==> src/rtl/trivium_pkg.sv <==
// ============================================================================
//  Module  : trivium_pkg
//  Purpose : Shared types and sizing constants for the Trivium keystream
//            sequencer and its byte packer.
//  Rev     : 1.0
// ============================================================================
`default_nettype none

package trivium_pkg;

  typedef enum logic [1:0] {
    ST_IDLE   = 2'd0,
    ST_INIT   = 2'd1,
    ST_WARMUP = 2'd2,
    ST_RUN    = 2'd3
  } state_e;

  localparam int KEY_W             = 80;
  localparam int IV_W              = 80;
  localparam int WARMUP_CYCLES_DEF = 4 * 288;
  localparam int PACK_CNT_W        = 3;

endpackage

`default_nettype wire

==> src/rtl/ks_byte_packer.sv <==
// ============================================================================
//  Module  : ks_byte_packer
//  Purpose : Packs keystream bits LSB-first into bytes, holds one finished
//            byte for the FIFO and stalls the core only when a second byte
//            would complete while the first is still waiting.
//  Rev     : 1.0
// ============================================================================
`default_nettype none

module ks_byte_packer
  import trivium_pkg::*;
(
  input  logic       clk,
  input  logic       rst,
  input  logic       run_i,
  input  logic       clear_i,
  input  logic       bit_i,
  input  logic       fifo_full_i,
  output logic       advance_o,
  output logic       wr_en_o,
  output logic [7:0] wr_data_o
);

  logic [6:0]            sreg_q;
  logic [7:0]            buf_q;
  logic [PACK_CNT_W-1:0] cnt_q;
  logic                  valid_q;
  logic                  stall;
  logic                  last_bit;
  logic                  complete;

  assign last_bit  = (cnt_q == {PACK_CNT_W{1'b1}});
  assign stall     = valid_q && fifo_full_i && last_bit;
  assign advance_o = run_i && !stall;
  assign complete  = advance_o && last_bit;
  assign wr_en_o   = valid_q && !fifo_full_i;
  assign wr_data_o = buf_q;

  always_ff @(posedge clk) begin
    if (rst || clear_i) begin
      sreg_q  <= '0;
      buf_q   <= '0;
      cnt_q   <= '0;
      valid_q <= 1'b0;
    end else begin
      if (advance_o) begin
        // Seven partial bits ride in from the top, so the first lands in bit0.
        sreg_q <= {bit_i, sreg_q[6:1]};
        cnt_q  <= cnt_q + 1'b1;
      end
      if (complete) begin
        buf_q   <= {bit_i, sreg_q};
        valid_q <= 1'b1;
      end else if (wr_en_o) begin
        valid_q <= 1'b0;
      end
    end
  end

endmodule

`default_nettype wire

==> src/rtl/trivium_ks_ctrl.sv <==
// ============================================================================
//  Module  : trivium_ks_ctrl
//  Purpose : Collects key/IV bytes, loads and warms up the Trivium core, then
//            streams packed keystream bytes into the TX FIFO.
//  Rev     : 1.0
// ============================================================================
`default_nettype none

module trivium_ks_ctrl
  import trivium_pkg::*;
#(
  parameter int KEY_BYTES     = KEY_W / 8,
  parameter int IV_BYTES      = IV_W / 8,
  parameter int WARMUP_CYCLES = WARMUP_CYCLES_DEF
) (
  input  logic                   clk,
  input  logic                   rst,
  input  logic [7:0]             cfg_data,
  input  logic                   cfg_valid,
  output logic                   cfg_ready,
  input  logic                   start,
  input  logic                   stop,
  output logic [8*KEY_BYTES-1:0] core_key,
  output logic [8*IV_BYTES-1:0]  core_iv,
  output logic                   core_load,
  output logic                   core_enable,
  input  logic                   core_ks_bit,
  output logic                   fifo_wr_en,
  output logic [7:0]             fifo_wr_data,
  input  logic                   fifo_full,
  output logic                   cfg_loaded,
  output logic                   busy,
  output logic                   ks_running
);

  localparam int CFG_BYTES = KEY_BYTES + IV_BYTES;
  localparam int IDX_W     = $clog2(CFG_BYTES);
  localparam int WARM_W    = $clog2(WARMUP_CYCLES);

  state_e                 state_q, state_d;
  logic [IDX_W-1:0]       idx_q;
  logic [8*KEY_BYTES-1:0] key_q, key_d;
  logic [8*IV_BYTES-1:0]  iv_q, iv_d;
  logic                   loaded_q;
  logic [WARM_W-1:0]      warm_q;
  logic                   cfg_xfer;
  logic                   pack_advance;
  logic                   pack_run;
  logic                   pack_clear;

  assign cfg_ready  = (state_q == ST_IDLE) && !rst;
  assign cfg_xfer   = cfg_valid && cfg_ready;
  assign core_load  = (state_q == ST_INIT);
  assign busy       = (state_q != ST_IDLE);
  assign ks_running = (state_q == ST_RUN);
  assign cfg_loaded = loaded_q;
  assign core_key   = key_q;
  assign core_iv    = iv_q;
  assign pack_run   = (state_q == ST_RUN);
  assign pack_clear = (state_d != ST_RUN);
  assign core_enable = (state_q == ST_WARMUP) || pack_advance;

  always_comb begin
    state_d = state_q;
    if (state_q != ST_IDLE && stop) begin
      state_d = ST_IDLE;
    end else begin
      case (state_q)
        ST_IDLE:   if (start && loaded_q && !stop) state_d = ST_INIT;
        ST_INIT:   state_d = ST_WARMUP;
        ST_WARMUP: if (warm_q == WARM_W'(WARMUP_CYCLES - 1)) state_d = ST_RUN;
        ST_RUN:    state_d = ST_RUN;
        default:   state_d = ST_IDLE;
      endcase
    end
  end

  // Byte k of the config stream fills key bytes first, then IV bytes.
  always_comb begin
    key_d = key_q;
    iv_d  = iv_q;
    for (int k = 0; k < KEY_BYTES; k++) begin
      if (int'(idx_q) == k) key_d[8*k +: 8] = cfg_data;
    end
    for (int k = 0; k < IV_BYTES; k++) begin
      if (int'(idx_q) == KEY_BYTES + k) iv_d[8*k +: 8] = cfg_data;
    end
  end

  always_ff @(posedge clk) begin
    if (rst) begin
      state_q  <= ST_IDLE;
      idx_q    <= '0;
      key_q    <= '0;
      iv_q     <= '0;
      loaded_q <= 1'b0;
      warm_q   <= '0;
    end else begin
      state_q <= state_d;
      warm_q  <= (state_q == ST_WARMUP) ? warm_q + 1'b1 : '0;
      if (cfg_xfer) begin
        key_q <= key_d;
        iv_q  <= iv_d;
        if (idx_q == IDX_W'(CFG_BYTES - 1)) begin
          idx_q    <= '0;
          loaded_q <= 1'b1;
        end else begin
          idx_q <= idx_q + 1'b1;
        end
      end
    end
  end

  ks_byte_packer u_packer (
    .clk         (clk),
    .rst         (rst),
    .run_i       (pack_run),
    .clear_i     (pack_clear),
    .bit_i       (core_ks_bit),
    .fifo_full_i (fifo_full),
    .advance_o   (pack_advance),
    .wr_en_o     (fifo_wr_en),
    .wr_data_o   (fifo_wr_data)
  );

endmodule

`default_nettype wire
==> config.mk <==
export PLATFORM = sky130hd
export DESIGN_NAME = trivium_ks_ctrl
export DESIGN_NICKNAME = d
export VERILOG_FILES = /design/src/rtl/trivium_pkg.sv /design/src/rtl/ks_byte_packer.sv /design/src/rtl/trivium_ks_ctrl.sv
export SDC_FILE = /design/constraint.sdc
export NUM_CORES = 1
export LEC_CHECK = 0
export CAP_MARGIN = 20
export CORE_MARGIN = 4
export CORE_UTILIZATION = 40
export CTS_BUF_LIST = sky130_fd_sc_hd__clkbuf_8 sky130_fd_sc_hd__clkbuf_16
export CTS_CLUSTER_SIZE = 20
export DETAILED_ROUTE_END_ITERATION = 10
export PLACE_DENSITY = 0.74
export SYNTH_ARGS = -nofsm -noshare
export SYNTH_HDL_FRONTEND = slang
export SYNTH_SLANG_ARGS = --single-unit
==> constraint.sdc <==
create_clock -name clk -period 2.8 [get_ports clk]
set_clock_uncertainty 0.1 [all_clocks]
set_input_delay 0.56 -clock clk [delete_from_list [all_inputs] [get_ports clk]]
set_output_delay 0.56 -clock clk [all_outputs]
set_load 0.02 [all_outputs]
==> qor.tcl, run 1 <==
set qor(clk_root_buffer_cell) {sky130_fd_sc_hd__clkbuf_16}
set qor(peakVddDrop_uv) 357
set qor(cts-buffers-inserted) 17
set qor(hpwl_dp_um) 16400
set qor(synth.ff_latch_count) 198
set qor(cp_max_fo) 5
set qor(grt_pass1_vias) 7350
set qor(via_count) 7932
set qor(count_of_pins_over_their_slew_limit) 0
set qor(postSynth.asyncResetShare_pct) 0
set qor(global_route_wire_length_before_repair_um) 40100
set qor(wirelength_um) 25500
set qor(pwr_density_cell_nw_per_um2) 504
set qor(detailedRoute.firstPassIterationCount) 5
set qor(required_time_of_the_critical_path_ns) 2.14
set qor(grt_antenna_before_repair) 0
set qor(slowest_delay_ns) 0.36
set qor(initial_core_util_pct) 41.3
set qor(power_switching_mw) 1.40
set qor(layout-area-overhead-vs-synth_pct) 33.8
set qor(seq_area_sq_um) 3960
set qor(buffer_ports.inserted) 189
set qor(cts-resized-gates) 1
set qor(share_of_total_power_in_sequential_cells_pct) 51.6
set qor(power_frac_comb_pct) 6.1
set qor(num_antenna_cells) 0
set qor(cts_buffer_depth) 2
set qor(gp_congestion) 0.808
set qor(power.share.switching_pct) 25.5
set qor(clk_latency_ns) 0.42
set qor(reported_leakage_power_nw) 3.41
set qor(multi_input_area_sq_um) 3700
set qor(cts_max_level) 4
set qor(synth_enable_flop_cells) 0
set qor(post_synth_main_area_contributors) {sky130_fd_sc_hd__dfxtp_1, sky130_fd_sc_hd__nand3_1, sky130_fd_sc_hd__o21ai_0, sky130_fd_sc_hd__a21oi_1, sky130_fd_sc_hd__clkbuf_1}
set qor(finalPower_mw) 5.49
set qor(fp.coreArea_sq_um) 19700
set qor(die_width_um) 151
set qor(synth.top_cell.area_share_pct) 48.7
set qor(postRouteAntennaNets) 0
set qor(synthesis.area_per_instance_sq_um) 8.36
set qor(clkTransAtPathRegs_ns) 0.07
set qor(fin_setup_tns_ns) 0
set qor(final.min_clock_period_ns) 2.62
set qor(path_cells) {ha_1 > ha_1 > and3_1 > a21boi_0 > dlygate4sd2_1}
set qor(maxClockFrequency_ghz) 0.382
set qor(drt-vias-per-instance) 5.68
set qor(die_h_um) 151
set qor(status) {finished, final reports clean}
set qor(yosysWarnings) 0
set qor(grt_start_max_net_pins) 87
set qor(holdBufCountCts) 0
set qor(synth-seq-area-share_pct) 48.7
set qor(hp-class) {flip-flop to flip-flop}
set qor(ys_types) 46
set qor(intPower_mw) 4.09
set qor(timing.final.setup_violations) 0
set qor(rows) 51
set qor(drive_gt1_share_pct) 8.48
set qor(p_clk_share_pct) 42.3
set qor(final_cell_mix) {sky130_fd_sc_hd__dfxtp_1, sky130_fd_sc_hd__clkdlybuf4s50_1, sky130_fd_sc_hd__nand3_1, sky130_fd_sc_hd__o21ai_0, sky130_fd_sc_hd__a21oi_1}
set qor(final_nets) 1142
set qor(grt_overflow) 0
set qor(fp.dieArea_sq_um) 22700
set qor(drv.max_cap_violation_count) 0
set qor(setup.worst_path.start_class) {flip-flop}
set qor(track_usage_pct) 22.0
set qor(pin_count) 190
set qor(worstSetupEndpointType) {output pin}
set qor(worstMarginPinSlew_ns) 0.901
set qor(hold_viol_final) 0
set qor(grt_setup_unrepaired) {false}
set qor(post-synth-top-area-cell) {sky130_fd_sc_hd__dfxtp_1}
set qor(crit_family) {adder cells}
set qor(worstPathBufferInverterCount) 1
set qor(postCtsSetupRepairBufs) 0
set qor(layout.filler_cells) 1795
set qor(remaining_max_slew_budget_at_the_tightest_pin_pct) 39.1
set qor(cp.arrival_ns) 1.96
set qor(post-route-period-util_pct) 93.4
set qor(synth_cells) 974
set qor(remaining_routing_drc_violations) 0
set qor(syn_nets) 997
set qor(critical_path_class) {flip-flop to output pin}
set qor(synthFlopType) {sky130_fd_sc_hd__dfxtp_1}
set qor(netlist_area_sq_um) 8140
set qor(final_common_cell) {sky130_fd_sc_hd__dfxtp_1}
set qor(critPathSlowestCell) {sky130_fd_sc_hd__dlygate4sd2_1}
set qor(cts.sink_count) 198
set qor(cpMostUsedCell) {sky130_fd_sc_hd__ha_1}
set qor(detail_route.wl_per_cell_um) 18.2
set qor(initialDrtViolationCount) 499
set qor(clock_tree_from_tritoncts) {built}
## power groups by stage
stage / sequential [mW] / combinational, mW / clock (mW)
3_5_place_dp: 2.90 / 0.332 / 0
3_3_place_gp: 2.90 / 0.330 / 0
6_report: 2.83 / 0.336 / 2.32
2_1_floorplan: 2.91 / 0.179 / 0
4_1_cts: 2.83 / 0.334 / 2.38
5_1_grt: 2.83 / 0.361 / 2.50
## per-layer routing
metal | vias up | global-route usage (%) | wire, um
li1 | 3820 | - | -
met1 | 3793 | 30.9 | 11100
met2 | 288 | 34.2 | 12200
met3 | 31 | 4.21 | 1780
met4 | 0 | 6.71 | 440
met5 | - | 0 | 0
## worst reg2reg max path: cells and delay by family, from the launching register on
kind            cells  cell delay, ns
fa+ha+maj           1            0.35
flops               1            0.85
buf+inv             1            0.21
simple gates        1            0.27
compound gates      2            0.28
## per-stage QoR
| step | util (%) | instance area, sq um | std cells | setup WS (ns) | hold WS, ns |
|---|---|---|---|---|---|
| 2_1_floorplan | - | 8140 | 974 | 0.291 | 0.330 |
| 3_3_place_gp | 52.3 | 10300 | 1360 | 0.173 | 0.344 |
| 3_5_place_dp | 52.4 | 10300 | 1365 | 0.104 | 0.349 |
| 4_1_cts | 55.2 | 10900 | 1397 | 0.158 | 0.360 |
| 5_1_grt | 55.2 | 10900 | 1397 | 0.0873 | 0.379 |
| 6_report | 55.2 | 10900 | 1397 | 0.184 | 0.357 |
## cell type report
cell class,instances,area share (%)
clock buffers,17,3.91
clock inverters,15,1.15
inverters,8,0.276
multi-input cells,654,34.0
flip-flops and latches,198,36.4
well taps,265,3.04
repair buffers,240,21.2
## path summary, 6_finish.rpt
path / startpoint / end / slack [ns] / cells after the start
setup / recovery: u_packer.cnt_q[0] / core_enable / 0.18 / 5
hold / removal: core_iv[52] / core_iv[52] / 0.36 / 2
setup reg to reg: idx_q[2] / core_iv[41] / 0.59 / 5
hold reg to reg: core_iv[52] / core_iv[52] / 0.36 / 2
## Yosys cell counts (3+ instances only)
master                      instances
sky130_fd_sc_hd__a211oi_1          18
sky130_fd_sc_hd__a21oi_1          163
sky130_fd_sc_hd__and4b_1            3
sky130_fd_sc_hd__buf_1             10
sky130_fd_sc_hd__buf_2              3
sky130_fd_sc_hd__clkbuf_1          95
sky130_fd_sc_hd__clkbuf_2           3
sky130_fd_sc_hd__dfxtp_1          198
sky130_fd_sc_hd__ha_1               8
sky130_fd_sc_hd__inv_1              7
sky130_fd_sc_hd__mux2_2             4
sky130_fd_sc_hd__mux2i_1            4
sky130_fd_sc_hd__nand2_1           17
sky130_fd_sc_hd__nand3_1          176
sky130_fd_sc_hd__nand4b_1           3
sky130_fd_sc_hd__nand4bb_1         11
sky130_fd_sc_hd__nor2_1             8
sky130_fd_sc_hd__nor2b_1            6
sky130_fd_sc_hd__nor4b_1            5
sky130_fd_sc_hd__nor4bb_1          11
sky130_fd_sc_hd__o21ai_0          175
sky130_fd_sc_hd__o31ai_1            4
sky130_fd_sc_hd__or3_1              5
sky130_fd_sc_hd__or4_1              4
sky130_fd_sc_hd__or4b_2             5
## state kept, by name, summed over array words and instances, names as in the netlist, 2 cells and up
signal	flops
u_packer.cnt_q	3
u_packer.sreg_q	7
core_key	80
state_q	2
warm_q	11
core_iv	80
u_packer.wr_data_o	8
idx_q	5
## cell families after synthesis
logic type | Yosys count | synth area share (%)
compound gates | 367 | 23.5
xor+xnor | 3 | 0.323
fa+ha+maj | 8 | 1.23
buf+inv | 122 | 5.95
flops | 198 | 48.7
mux | 8 | 1.05
simple gates | 268 | 19.2
No activity file was read; power rests on OpenSTA's default activity.
==> run 2: changes to the inputs <==
Settings changed: TNS_END_PERCENT set to 20.
==> results of run 2 <==
Final layout, timing and power as in run 1 (identical DEF).
==> run 3: changes to the inputs <==
Settings changed: CORE_UTILIZATION 40 to 50, PLACE_DENSITY 0.74 to 0.88.
==> run 3 against run 2 <==
  * Global-route usage rose by 4.5 points
  * Sequential cell count did not move
  * Wire length fell by 2.7%
  * Largest power group unchanged
  * Highest routed layer unchanged
==> qor.tcl, run 3 (synthesis gave the netlist of run 1 again) <==
set qor(status) {finished, final reports clean}
set qor(layout-area-overhead-vs-synth_pct) 32.6
set qor(cts-buffers-inserted) 17
set qor(setup.worst_path.start_class) {flip-flop}
set qor(detail_route.wl_per_cell_um) 18.5
set qor(hpwl_dp_um) 15700
set qor(required_time_of_the_critical_path_ns) 2.14
set qor(grt_start_max_net_pins) 160
set qor(hold_viol_final) 0
set qor(final_nets) 1135
set qor(gp_congestion) 0.793
set qor(power.share.switching_pct) 23.9
set qor(remaining_max_slew_budget_at_the_tightest_pin_pct) 42.4
set qor(die_h_um) 136
set qor(fin_setup_tns_ns) 0
set qor(postRouteAntennaNets) 0
set qor(pwr_density_cell_nw_per_um2) 503
set qor(critical_path_class) {flip-flop to output pin}
set qor(detailedRoute.firstPassIterationCount) 5
set qor(worstMarginPinSlew_ns) 0.861
set qor(cts_max_level) 4
set qor(cts-resized-gates) 1
set qor(remaining_routing_drc_violations) 0
set qor(drv.max_cap_violation_count) 0
set qor(peakVddDrop_uv) 439
set qor(hp-class) {flip-flop to flip-flop}
set qor(clk_latency_ns) 0.42
set qor(clkTransAtPathRegs_ns) 0.07
set qor(grt_overflow) 0
set qor(drt-vias-per-instance) 6.04
set qor(share_of_total_power_in_sequential_cells_pct) 52.2
set qor(timing.final.setup_violations) 0
set qor(final.min_clock_period_ns) 2.58
set qor(fin_util_pct) 67.7
set qor(cts.sink_count) 198
set qor(placedCellCount) 1309
set qor(fp.dieArea_sq_um) 18400
set qor(grt_pass1_vias) 7508
set qor(postCtsSetupRepairBufs) 0
set qor(pre_cts_ws_ns) 0.167
set qor(fp.coreArea_sq_um) 15900
set qor(power_switching_mw) 1.30
set qor(die_width_um) 136
set qor(grt_setup_unrepaired) {false}
set qor(final_cell_mix) {sky130_fd_sc_hd__dfxtp_1, sky130_fd_sc_hd__clkdlybuf4s50_1, sky130_fd_sc_hd__nand3_1, sky130_fd_sc_hd__o21ai_0, sky130_fd_sc_hd__a21oi_1}
set qor(drive_gt1_share_pct) 7.91
set qor(worstSetupEndpointType) {output pin}
set qor(clk_root_buffer_cell) {sky130_fd_sc_hd__clkbuf_16}
set qor(cp_max_fo) 5
set qor(grt_antenna_before_repair) 0
set qor(rows) 46
set qor(initialDrtViolationCount) 737
set qor(clock_tree_from_tritoncts) {built}
set qor(power_frac_comb_pct) 6.1
set qor(final.setup.worst_slack_ns) 0.215
set qor(num_antenna_cells) 0
set qor(cp.arrival_ns) 1.92
set qor(post-route-period-util_pct) 92.3
set qor(maxClockFrequency_ghz) 0.387
set qor(initial_core_util_pct) 51.1
set qor(cts_buffer_depth) 2
set qor(buffer_ports.inserted) 189
set qor(layoutNonFillerInstCount) 1341
set qor(final_common_cell) {sky130_fd_sc_hd__dfxtp_1}
set qor(track_usage_pct) 26.4
set qor(holdBufCountCts) 0
set qor(count_of_pins_over_their_slew_limit) 0
set qor(reported_leakage_power_nw) 3.39
set qor(via_count) 8100
set qor(intPower_mw) 4.13
set qor(wirelength_um) 24800
set qor(p_clk_share_pct) 41.7
set qor(pin_count) 190
set qor(global_route_wire_length_before_repair_um) 39600
-- run 3: changes by cell type in the layout (fill, tap and decap cells not counted), moves of 3 or more --
cell / before / now
sky130_fd_sc_hd__inv_8: 4 / 0
sky130_fd_sc_hd__clkbuf_8: 0 / 3
sky130_fd_sc_hd__buf_4: 43 / 39
sky130_fd_sc_hd__buf_2: 3 / 0
-- run 3: per-stage QoR --
step                      cell area [sq um]  hold WS (ns)  total power, mW
after detailed placement              10300         0.353             3.22
after global placement                10200         0.342             3.22
final                                 10800         0.358             5.43
after global routing                  10800         0.394             5.62
after floorplan                        8140         0.330             3.09
after CTS                             10800         0.366             5.47
-- run 3: layout make-up --
type                            instances  area, sq um
Fill cell                            1260         5150
Sequential cell                       198         3960
Multi-Input combinational cell        654         3700
Timing Repair Buffer                  233         2280
Clock buffer                           20          467
Tap cell                              216          270
Clock inverter                         12         78.8
Inverter                                8         30.0
-- run 3: worst paths after layout --
path,start,endpoint,slack (ns),depth (start not counted)
max,u_packer.cnt_q[0],core_enable,0.22,5
min,warm_q[0],warm_q[0],0.36,1
max reg2reg,idx_q[0],core_key[20],0.61,5
min reg2reg,warm_q[0],warm_q[0],0.36,1
-- run 3: worst max-delay path: stages (launching register included) --
cell	delay, ns
sky130_fd_sc_hd__dfxtp_1	0.33
sky130_fd_sc_hd__ha_1	0.21
sky130_fd_sc_hd__ha_1	0.22
sky130_fd_sc_hd__and3_1	0.20
sky130_fd_sc_hd__a21boi_0	0.18
sky130_fd_sc_hd__dlygate4sd2_1	0.36
-- run 3: power groups by stage --
stage / registers, mW / logic (mW) / clock network (mW)
6_report: 2.84 / 0.331 / 2.27
5_1_grt: 2.83 / 0.352 / 2.43
4_1_cts: 2.83 / 0.326 / 2.31
3_5_place_dp: 2.90 / 0.324 / 0
3_3_place_gp: 2.90 / 0.320 / 0
2_1_floorplan: 2.91 / 0.179 / 0
-- run 3: layer usage --
layer	global-route usage, %	wire, um	vias to the layer above
li1	-	-	3801
met1	34.7	10100	3883
met3	7.58	2130	39
met5	0	0	-
met2	42.2	12100	377
met4	8.29	450	0
